## src/rtl/swo_uart_rx.sv

```systemverilog
// SWO NRZ/UART (8N1, LSB first) receiver with programmable bit period.
// Recovered bytes are offered to the trace logic through a one-deep valid/ready holding register.
//
//   state     | meaning
//   ----------+-------------------------------------------------------------
//   IDLE      | line idle, waiting for a falling edge while enabled
//   START     | counting to the middle of the start bit to reject glitches
//   DATA      | sampling the eight data bits, one every bit period
//   STOP      | sampling the stop bit; high completes the byte
//   WAIT_IDLE | framing error seen, waiting for the line to return high
module swo_uart_rx #(
    parameter int pDIV_WIDTH   = 12,
    parameter int pSYNC_STAGES = 2
) (
    input  logic                  fe_clk,
    input  logic                  reset,
    input  logic                  I_swo,
    input  logic                  I_enable,
    input  logic [pDIV_WIDTH-1:0] I_clocks_per_bit,
    input  logic                  I_data_ready,
    input  logic                  I_clear_errors,
    output logic [7:0]            O_data,
    output logic                  O_data_valid,
    output logic                  O_framing_error,
    output logic                  O_overrun,
    output logic                  O_busy
);

    typedef enum logic [2:0] {
        ST_IDLE,
        ST_START,
        ST_DATA,
        ST_STOP,
        ST_WAIT_IDLE
    } state_t;

    state_t                  state, state_nxt;
    logic [pSYNC_STAGES-1:0] sync_q;
    logic                    line;
    logic [pDIV_WIDTH-1:0]   cpb_in;
    logic [pDIV_WIDTH-1:0]   cpb_q, cpb_nxt;
    logic [pDIV_WIDTH-1:0]   cnt_q, cnt_nxt;
    logic [2:0]              bit_idx_q, bit_idx_nxt;
    logic [7:0]              shift_q, shift_nxt;
    logic                    tick;
    logic                    byte_done;
    logic                    frame_err;

    always_ff @(posedge fe_clk or posedge reset) begin
        if (reset) begin
            sync_q <= '1;
        end else begin
            sync_q <= {sync_q[pSYNC_STAGES-2:0], I_swo};
        end
    end

    assign line   = sync_q[pSYNC_STAGES-1];
    assign cpb_in = (I_clocks_per_bit < pDIV_WIDTH'(4)) ? pDIV_WIDTH'(4) : I_clocks_per_bit;
    assign tick   = (cnt_q == '0);
    assign O_busy = (state != ST_IDLE);

    always_ff @(posedge fe_clk or posedge reset) begin
        if (reset) begin
            state     <= ST_IDLE;
            cpb_q     <= '0;
            cnt_q     <= '0;
            bit_idx_q <= '0;
            shift_q   <= '0;
        end else begin
            state     <= state_nxt;
            cpb_q     <= cpb_nxt;
            cnt_q     <= cnt_nxt;
            bit_idx_q <= bit_idx_nxt;
            shift_q   <= shift_nxt;
        end
    end

    // Counter saturates at zero; every sample point reloads it with cpb-1.
    always_comb begin
        state_nxt   = state;
        cpb_nxt     = cpb_q;
        cnt_nxt     = tick ? cnt_q : cnt_q - pDIV_WIDTH'(1);
        bit_idx_nxt = bit_idx_q;
        shift_nxt   = shift_q;
        byte_done   = 1'b0;
        frame_err   = 1'b0;

        case (state)
            ST_IDLE: begin
                if (I_enable && !line) begin
                    state_nxt = ST_START;
                    cpb_nxt   = cpb_in;
                    cnt_nxt   = (cpb_in >> 1) - pDIV_WIDTH'(1);
                end
            end
            ST_START: begin
                if (tick) begin
                    if (line) begin
                        state_nxt = ST_IDLE;
                    end else begin
                        state_nxt   = ST_DATA;
                        bit_idx_nxt = '0;
                        cnt_nxt     = cpb_q - pDIV_WIDTH'(1);
                    end
                end
            end
            ST_DATA: begin
                if (tick) begin
                    shift_nxt = {line, shift_q[7:1]};
                    cnt_nxt   = cpb_q - pDIV_WIDTH'(1);
                    if (bit_idx_q == 3'd7) begin
                        state_nxt = ST_STOP;
                    end else begin
                        bit_idx_nxt = bit_idx_q + 3'd1;
                    end
                end
            end
            ST_STOP: begin
                if (tick) begin
                    if (line) begin
                        byte_done = 1'b1;
                        state_nxt = ST_IDLE;
                    end else begin
                        frame_err = 1'b1;
                        state_nxt = ST_WAIT_IDLE;
                    end
                end
            end
            ST_WAIT_IDLE: begin
                if (line) begin
                    state_nxt = ST_IDLE;
                end
            end
            default: begin
                state_nxt = ST_IDLE;
            end
        endcase

        // Disabling aborts any frame in flight, including one finishing this cycle.
        if (!I_enable) begin
            state_nxt = ST_IDLE;
            byte_done = 1'b0;
            frame_err = 1'b0;
        end
    end

    always_ff @(posedge fe_clk or posedge reset) begin
        if (reset) begin
            O_data          <= '0;
            O_data_valid    <= 1'b0;
            O_framing_error <= 1'b0;
            O_overrun       <= 1'b0;
        end else begin
            O_framing_error <= frame_err;

            if (byte_done) begin
                if (O_data_valid && !I_data_ready) begin
                    O_overrun <= 1'b1;
                end else begin
                    O_data       <= shift_q;
                    O_data_valid <= 1'b1;
                end
            end else if (O_data_valid && I_data_ready) begin
                O_data_valid <= 1'b0;
            end

            if (!(byte_done && O_data_valid && !I_data_ready) && I_clear_errors) begin
                O_overrun <= 1'b0;
            end
        end
    end

endmodule
```

## config.mk

```make
export PLATFORM = sky130hd
export DESIGN_NAME = swo_uart_rx
export DESIGN_NICKNAME = d
export VERILOG_FILES = /design/src/rtl/swo_uart_rx.sv
export SDC_FILE = /design/constraint.sdc
export NUM_CORES = 1
export LEC_CHECK = 0
export CAP_MARGIN = 0
export CORE_ASPECT_RATIO = 1.2
export CORE_MARGIN = 2
export CORE_UTILIZATION = 55
export CTS_BUF_LIST = sky130_fd_sc_hd__clkbuf_4 sky130_fd_sc_hd__clkbuf_8
export DETAILED_ROUTE_END_ITERATION = 7
export PLACE_DENSITY = 0.87
export SETUP_SLACK_MARGIN = 0.5
export SLEW_MARGIN = 20
export SYNTH_ARGS = -nofsm -noshare
export SYNTH_HDL_FRONTEND = slang
export SYNTH_SLANG_ARGS = --single-unit
```

## constraint.sdc

```tcl
create_clock -name fe_clk -period 2.7 [get_ports fe_clk]
set_input_delay 0.54 -clock fe_clk [delete_from_list [all_inputs] [get_ports fe_clk]]
set_output_delay 0.54 -clock fe_clk [all_outputs]
set_load 0.005 [all_outputs]
```

==> results of run 1 <==
## synth_stat cells (3+ instances only)
cell type / count
dfrtp_1: 49
inv_1: 8
nand3_1: 5
ha_1: 6
a21oi_1: 6
o221ai_1: 4
nand2b_1: 4
nor2b_1: 5
or2_2: 3
o31ai_1: 3
xnor2_1: 14
xor2_1: 8
o21ai_0: 14
nor3b_1: 4
nand2_1: 44
nor4_1: 6
or4_1: 3
nor2_1: 24
nor3_1: 8
nand3b_1: 3
mux2_2: 18
clkbuf_1: 11
## final cells by class
type	instances	area, µm²	share of cell area (%)
tap	60	75.1	2.02
clock buffer	5	68.8	1.86
clock inverter	3	27.5	0.742
multi-input combinational	227	1620	43.7
timing repair buffer	69	604	16.3
sequential	51	1280	34.6
inverter	8	30.0	0.810
## timing repair
| item | 4_1_cts | 5_1_grt |
|---|---|---|
| resized for setup | 18 | 24 |
| buffers inserted | 15 | 7 |
| hold endpoints to repair | 0 | 0 |
| pin swaps | 8 | 8 |
| setup endpoints to repair | 31 | 20 |
## state kept, by name (all words and copies together) (netlist names)
register,cells
O_data,8
O_data_valid,1
O_framing_error,1
O_overrun,1
bit_idx_q,3
cnt_q,12
cpb_q,12
shift_q,8
state,3
sync_q,2
## power by group through the flow
stage                     registers [µW]  logic, µW  clock network [µW]
after floorplan                      978        390                   0
after CTS                            987        598                 473
final                                993        674                 468
after global placement              1000        512                   0
after global routing                1010        745                 503
after detailed placement            1010        527                   0
## kinds of logic (layout without fill, tap and decap cells)
logic type	after synthesis	after routing	share of synthesized area, %
multiplexers	20	20	7.75
AND/OR/NAND/NOR	128	128	23.2
XOR/XNOR	22	22	6.71
AO/OA/AOI/OAI	51	51	12.4
flip-flops	51	51	44.5
buffers and inverters	21	85	2.83
adder cells (fa/ha/maj)	6	6	2.61
## worst paths after layout
kind,to,slack (ps)
max,cnt_q[10],430
min,sync_q[1],360
max reg2reg,cnt_q[10],430
min reg2reg,sync_q[1],360
max in group asynchronous,sync_q[0],1840
min in group asynchronous,O_data[6],570
## cell usage in the layout (no fill, tap or decap), types with 3 or more instances in the layout
cell	instances
nor3_1	7
buf_4	38
clkbuf_8	5
o21ai_0	14
or2_2	3
nor2_1	22
xor2_1	8
nor2b_1	4
nor3b_1	3
mux2_2	18
nand3_1	4
nand2_1	43
nor4_1	4
dfrtp_1	45
ha_1	4
o221ai_1	4
inv_1	5
or4_4	4
a21oi_1	6
inv_2	3
clkdlybuf4s50_1	19
dlymetal6s2s_1	4
nand3b_1	3
dfrtp_2	4
o31ai_1	3
xnor2_1	14
nand2b_1	4
## stage by stage
step,area (µm²),total power [µW]
2_1_floorplan,2910,1370
4_1_cts,3600,2060
5_1_grt,3710,2260
6_report,3710,2140
3_5_place_dp,3370,1540
3_3_place_gp,3370,1520
## metal layers
layer / track usage [%] / wire, µm / vias up
met2: 45.1 / 3660 / 112
met4: 8.74 / 161 / 0
met3: 4.13 / 386 / 19
met1: 29.1 / 2650 / 1239
li1: - / - / 1197
met5: 0 / 0 / -
==> metrics.txt, run 1 <==
status=finished, violations left; violated checks=design-rule violations; Cell variety after synth=57; crit path launch type=register; die height=83.2 µm; drt total wl=6.86 mm; Die ar.=0.00582 mm²; Net Count, Synth=323; H-Tree Level Count=2; Power Dens Cells=576 mW/mm²; DR iter-0 viols=173; Filler Cells Inserted=339; CTS clk-pin slew, worst paths=100 ps; skew final=17.3 ps; Critical path origin=cnt_q[0]; fin util=74.5%; Seq cells post-synth=51; setup TNS=0 ps; worst hold path stage count=0; Post-Synthesis Mean Instance Area=9.61 µm²; RR Startpoint=cnt_q[0]; relative slew slack=68.2%; Synth async-reset ratio=100%; Worst Setup Path Type=register to register; Int Pwr=1420 µW; Pleak=0.00171 µW; drt first pass iters=6; CTS Buffer Depth=2; DRC viols=1; pre-CTS WS=-44.6 ps; Via density=6.07; Site Rows=28; global route overflow=0; Hold Startpoint=sync_q[0]; Starting Density=57.7%; Root Driver=clkbuf_8; RePlAce Congestion=0.892; Tightest Pin Transition=476 ps; crit-path leading delay family=simple AND/OR/NAND/NOR gates; vias in the first global route=2,540; # setup viols final=0; power share of the sequential group=46.5%; Nets=386; Clock Latency Late Sink=320 ps; CP max stage cell=or4_4; setup ws final=434 ps; Placed Cells=393; ranking of synthesized cells by area=dfrtp_1 43%, mux2_2 7.1%, nand2_1 5.7%; Final Non-Filler Cells=423; Final Hold Vio Count=0; Synth top area share=42.7%; first-pass GRT wire length=11.7 mm; HP Class=register to register; worst-case reg-to-reg path depth=7; critical path depth=7; initial antenna violation count=0; total of warnings raised by yosys=0; worst hold margin=364 ps; fin crit share=83.9%; fmax=441 MHz; Detailed Place HPWL=4.64 mm; Port-buffer cells=29; CP endpoint kind=register; n_diodes=0; largest net degree at the start of global routing=52; core area=0.00497 mm²; Post-Synthesis Cells=299; final count of pins violating max slew=0; antenna-violating nets left=0; TritonCTS buffer count=5; peak supply drop=0.360 mV; CP max FO=3; slowest stage delay, CP=450 ps; P&R area growth vs syn=29.1%; Net Switching=717 µW; Die W=70.0 µm; routed vias=2,567; Seq/Total Area, Yosys=44.5%; post-layout min period=2270 ps; ratio of cells with drive above 1 in the final layout=28.7%; CTS Hold Buffers Added=0; number of max-cap violations=0; Clk network pwr share=21.9%; Switching Fraction=33.6%; Worst Path Arrival=2490 ps; Comb pwr share=31.6%; most common flop cell mapped by yosys=dfrtp_1; TritonCTS clock tree=built; IO Count=30; Buf/Inv on CP=1; Worst Path Required=2930 ps; area leader, netlist=dfrtp_1; critical path cell sequence=inv_2 -> ha_2 -> or3b_4 -> or4_4 -> o31a_1 -> a221o_1 -> o211ai_1; drt wl/cell=16.2 µm; RSZ-0062 raised after global routing=yes; Post-synth EDFFs=0; gr usage total=24.8%; clk sinks=51; Syn Std Cell Area=0.00287 mm²
(Power assumes the default switching activity.)
==> inputs of run 2 (changes only) <==
--- a/config.mk
+++ b/config.mk
@@ -8,7 +8,7 @@
 export CAP_MARGIN = 0
 export CORE_ASPECT_RATIO = 1.2
 export CORE_MARGIN = 2
-export CORE_UTILIZATION = 55
+export CORE_UTILIZATION = 53
 export CTS_BUF_LIST = sky130_fd_sc_hd__clkbuf_4 sky130_fd_sc_hd__clkbuf_8
 export DETAILED_ROUTE_END_ITERATION = 7
 export PLACE_DENSITY = 0.87
==> constraint.sdc (replaced) <==
create_clock -name fe_clk -period 1.98 [get_ports fe_clk]
set_input_delay 0.396 -clock fe_clk [delete_from_list [all_inputs] [get_ports fe_clk]]
set_output_delay 0.396 -clock fe_clk [all_outputs]
set_load 0.005 [all_outputs]
==> metrics.txt, run 2 (synthesized netlist as in run 1, its figures left out) <==
antenna-violating nets left=0; RSZ-0062 raised after global routing=yes; status=finished, violations left; # setup viols final=27; CP max FO=3; R2R setup slack=-260 ps; Net Switching=1110 µW; Die ar.=0.00603 mm²; Comb pwr share=36.7%; clk sinks=51; setup TNS=-1670 ps; vias in the first global route=2,921; number of max-cap violations=0; Filler Cells Inserted=310; most common cell after layout, fill and taps aside=buf_4; relative slew slack=71.2%; most frequent cells in the layout=53 x buf_4, 48 x dfrtp_1, 29 x nand2_1; Clock Latency Late Sink=320 ps; RePlAce Congestion=0.863; critical path cell sequence=inv_2 -> ha_1 -> or3b_4 -> or4_4 -> o31a_1 -> a221o_1 -> o211ai_1; Top Metal Used=met4; Worst Path Arrival=2470 ps; Power Dens Cells=772 mW/mm²; fmax=447 MHz; Worst Setup Path Type=register to register; CTS clk-pin slew, worst paths=100 ps; die height=84.7 µm; WL met1=2.94 mm; power share of the sequential group=43.1%; final count of pins violating max slew=0; setup ws final=-258 ps; Port-buffer cells=29; post-layout min period=2240 ps; CTS Buffer Depth=2; initial antenna violation count=0; routed vias=2,784; Starting Density=54.6%; Nets=411; Site Rows=29; met3 routed WL=447 µm; gr usage total=28.3%; global route overflow=0; largest net degree at the start of global routing=35; crit path launch type=register; TritonCTS buffer count=5; Placed Cells=427; Final Non-Filler Cells=450; CP endpoint kind=register; ratio of cells with drive above 1 in the final layout=39.2%; Via density=6.19; peak supply drop=0.449 mV; n_diodes=0; slowest stage delay, CP=430 ps; Final Hold Vio Count=0; drt total wl=8.35 mm; skew final=12.1 ps; Pleak=0.00195 µW; Root Driver=clkbuf_8; DRC viols=0; IO Count=30; first-pass GRT wire length=13.3 mm; Detailed Place HPWL=5.22 mm; drt wl/cell=18.6 µm; largest registers=cnt_q (12), cpb_q (12); TritonCTS clock tree=built; area occupied by multi-input gates=0.00178 mm²; violated checks=negative setup slack; core area=0.00526 mm²; CP max stage cell=or4_4; P&R area growth vs syn=42.2%; Worst Path Required=2210 ps; pre-CTS WS=-689 ps; DR iter-0 viols=161; fin crit share=113%; Int Pwr=2050 µW; Sequential Area=0.00128 mm²; Switching Fraction=35.1%; Tightest Pin Transition=429 ps; drt first pass iters=5; HP Class=register to register; H-Tree Level Count=2; Clk network pwr share=20.2%; Die W=71.2 µm; met2 routed WL=4.54 mm
==> run 2: what timing repair did <==
| item | 4_1_cts | 5_1_grt |
|---|---|---|
| gates cloned | 3 | 0 |
| pin swaps | 11 | 9 |
| gates resized for setup | 62 | 10 |
| setup buffers | 10 | 2 |
| hold buffers | 0 | 0 |
| hold endpoints to repair | 0 | 0 |
| setup endpoints to repair | 61 | 50 |
==> run 2: per-stage QoR <==
step	hold WS, ps	utilization, %	total power, µW	cell area [µm²]
2_1_floorplan	345	-	1920	3060
3_3_place_gp	346	70.1	2280	3690
3_5_place_dp	347	70.1	2320	3690
4_1_cts	361	76.6	3070	4030
5_1_grt	375	77.6	3290	4090
6_report	361	77.6	3150	4090
==> run 2: layer usage <==
metal,vias up,global-route usage (%)
li1,1255,-
met1,1357,27.0
met2,132,53.5
met3,40,5.76
met4,0,17.8
met5,-,0
==> run 2: cell type report <==
cell class | instances | share of cell area (%)
Clock buffer | 5 | 1.68
Timing Repair Buffer | 92 | 19.9
Sequential cell | 51 | 31.3
Tap cell | 62 | 1.90
Clock inverter | 3 | 0.704
Inverter | 8 | 0.827
Multi-Input combinational cell | 229 | 43.6
==> run 2: final timing paths <==
kind / depth (start not counted) / from / to
hold reg to reg: 0 / sync_q[0] / sync_q[1]
max in group asynchronous: 3 / reset / O_data[6]
setup reg to reg: 7 / cnt_q[0] / cnt_q[10]
setup / recovery: 7 / cnt_q[0] / cnt_q[10]
min in group asynchronous: 2 / reset / cnt_q[1]
hold / removal: 0 / sync_q[0] / sync_q[1]
==> run 2: power groups by stage <==
stage	clock network (µW)	registers [µW]	logic (µW)
2_1_floorplan	0	1340	584
4_1_cts	644	1340	1080
5_1_grt	683	1370	1230
3_5_place_dp	0	1340	982
3_3_place_gp	0	1330	949
6_report	637	1360	1160
==> run 2: critical path: cells and delay by family, from the launching register on <==
kind | cells | cell delay [ps]
adder cells (fa/ha/maj) | 1 | 160
AND/OR/NAND/NOR | 2 | 830
buffers and inverters | 1 | 80
flip-flops | 1 | 400
AO/OA/AOI/OAI | 3 | 690
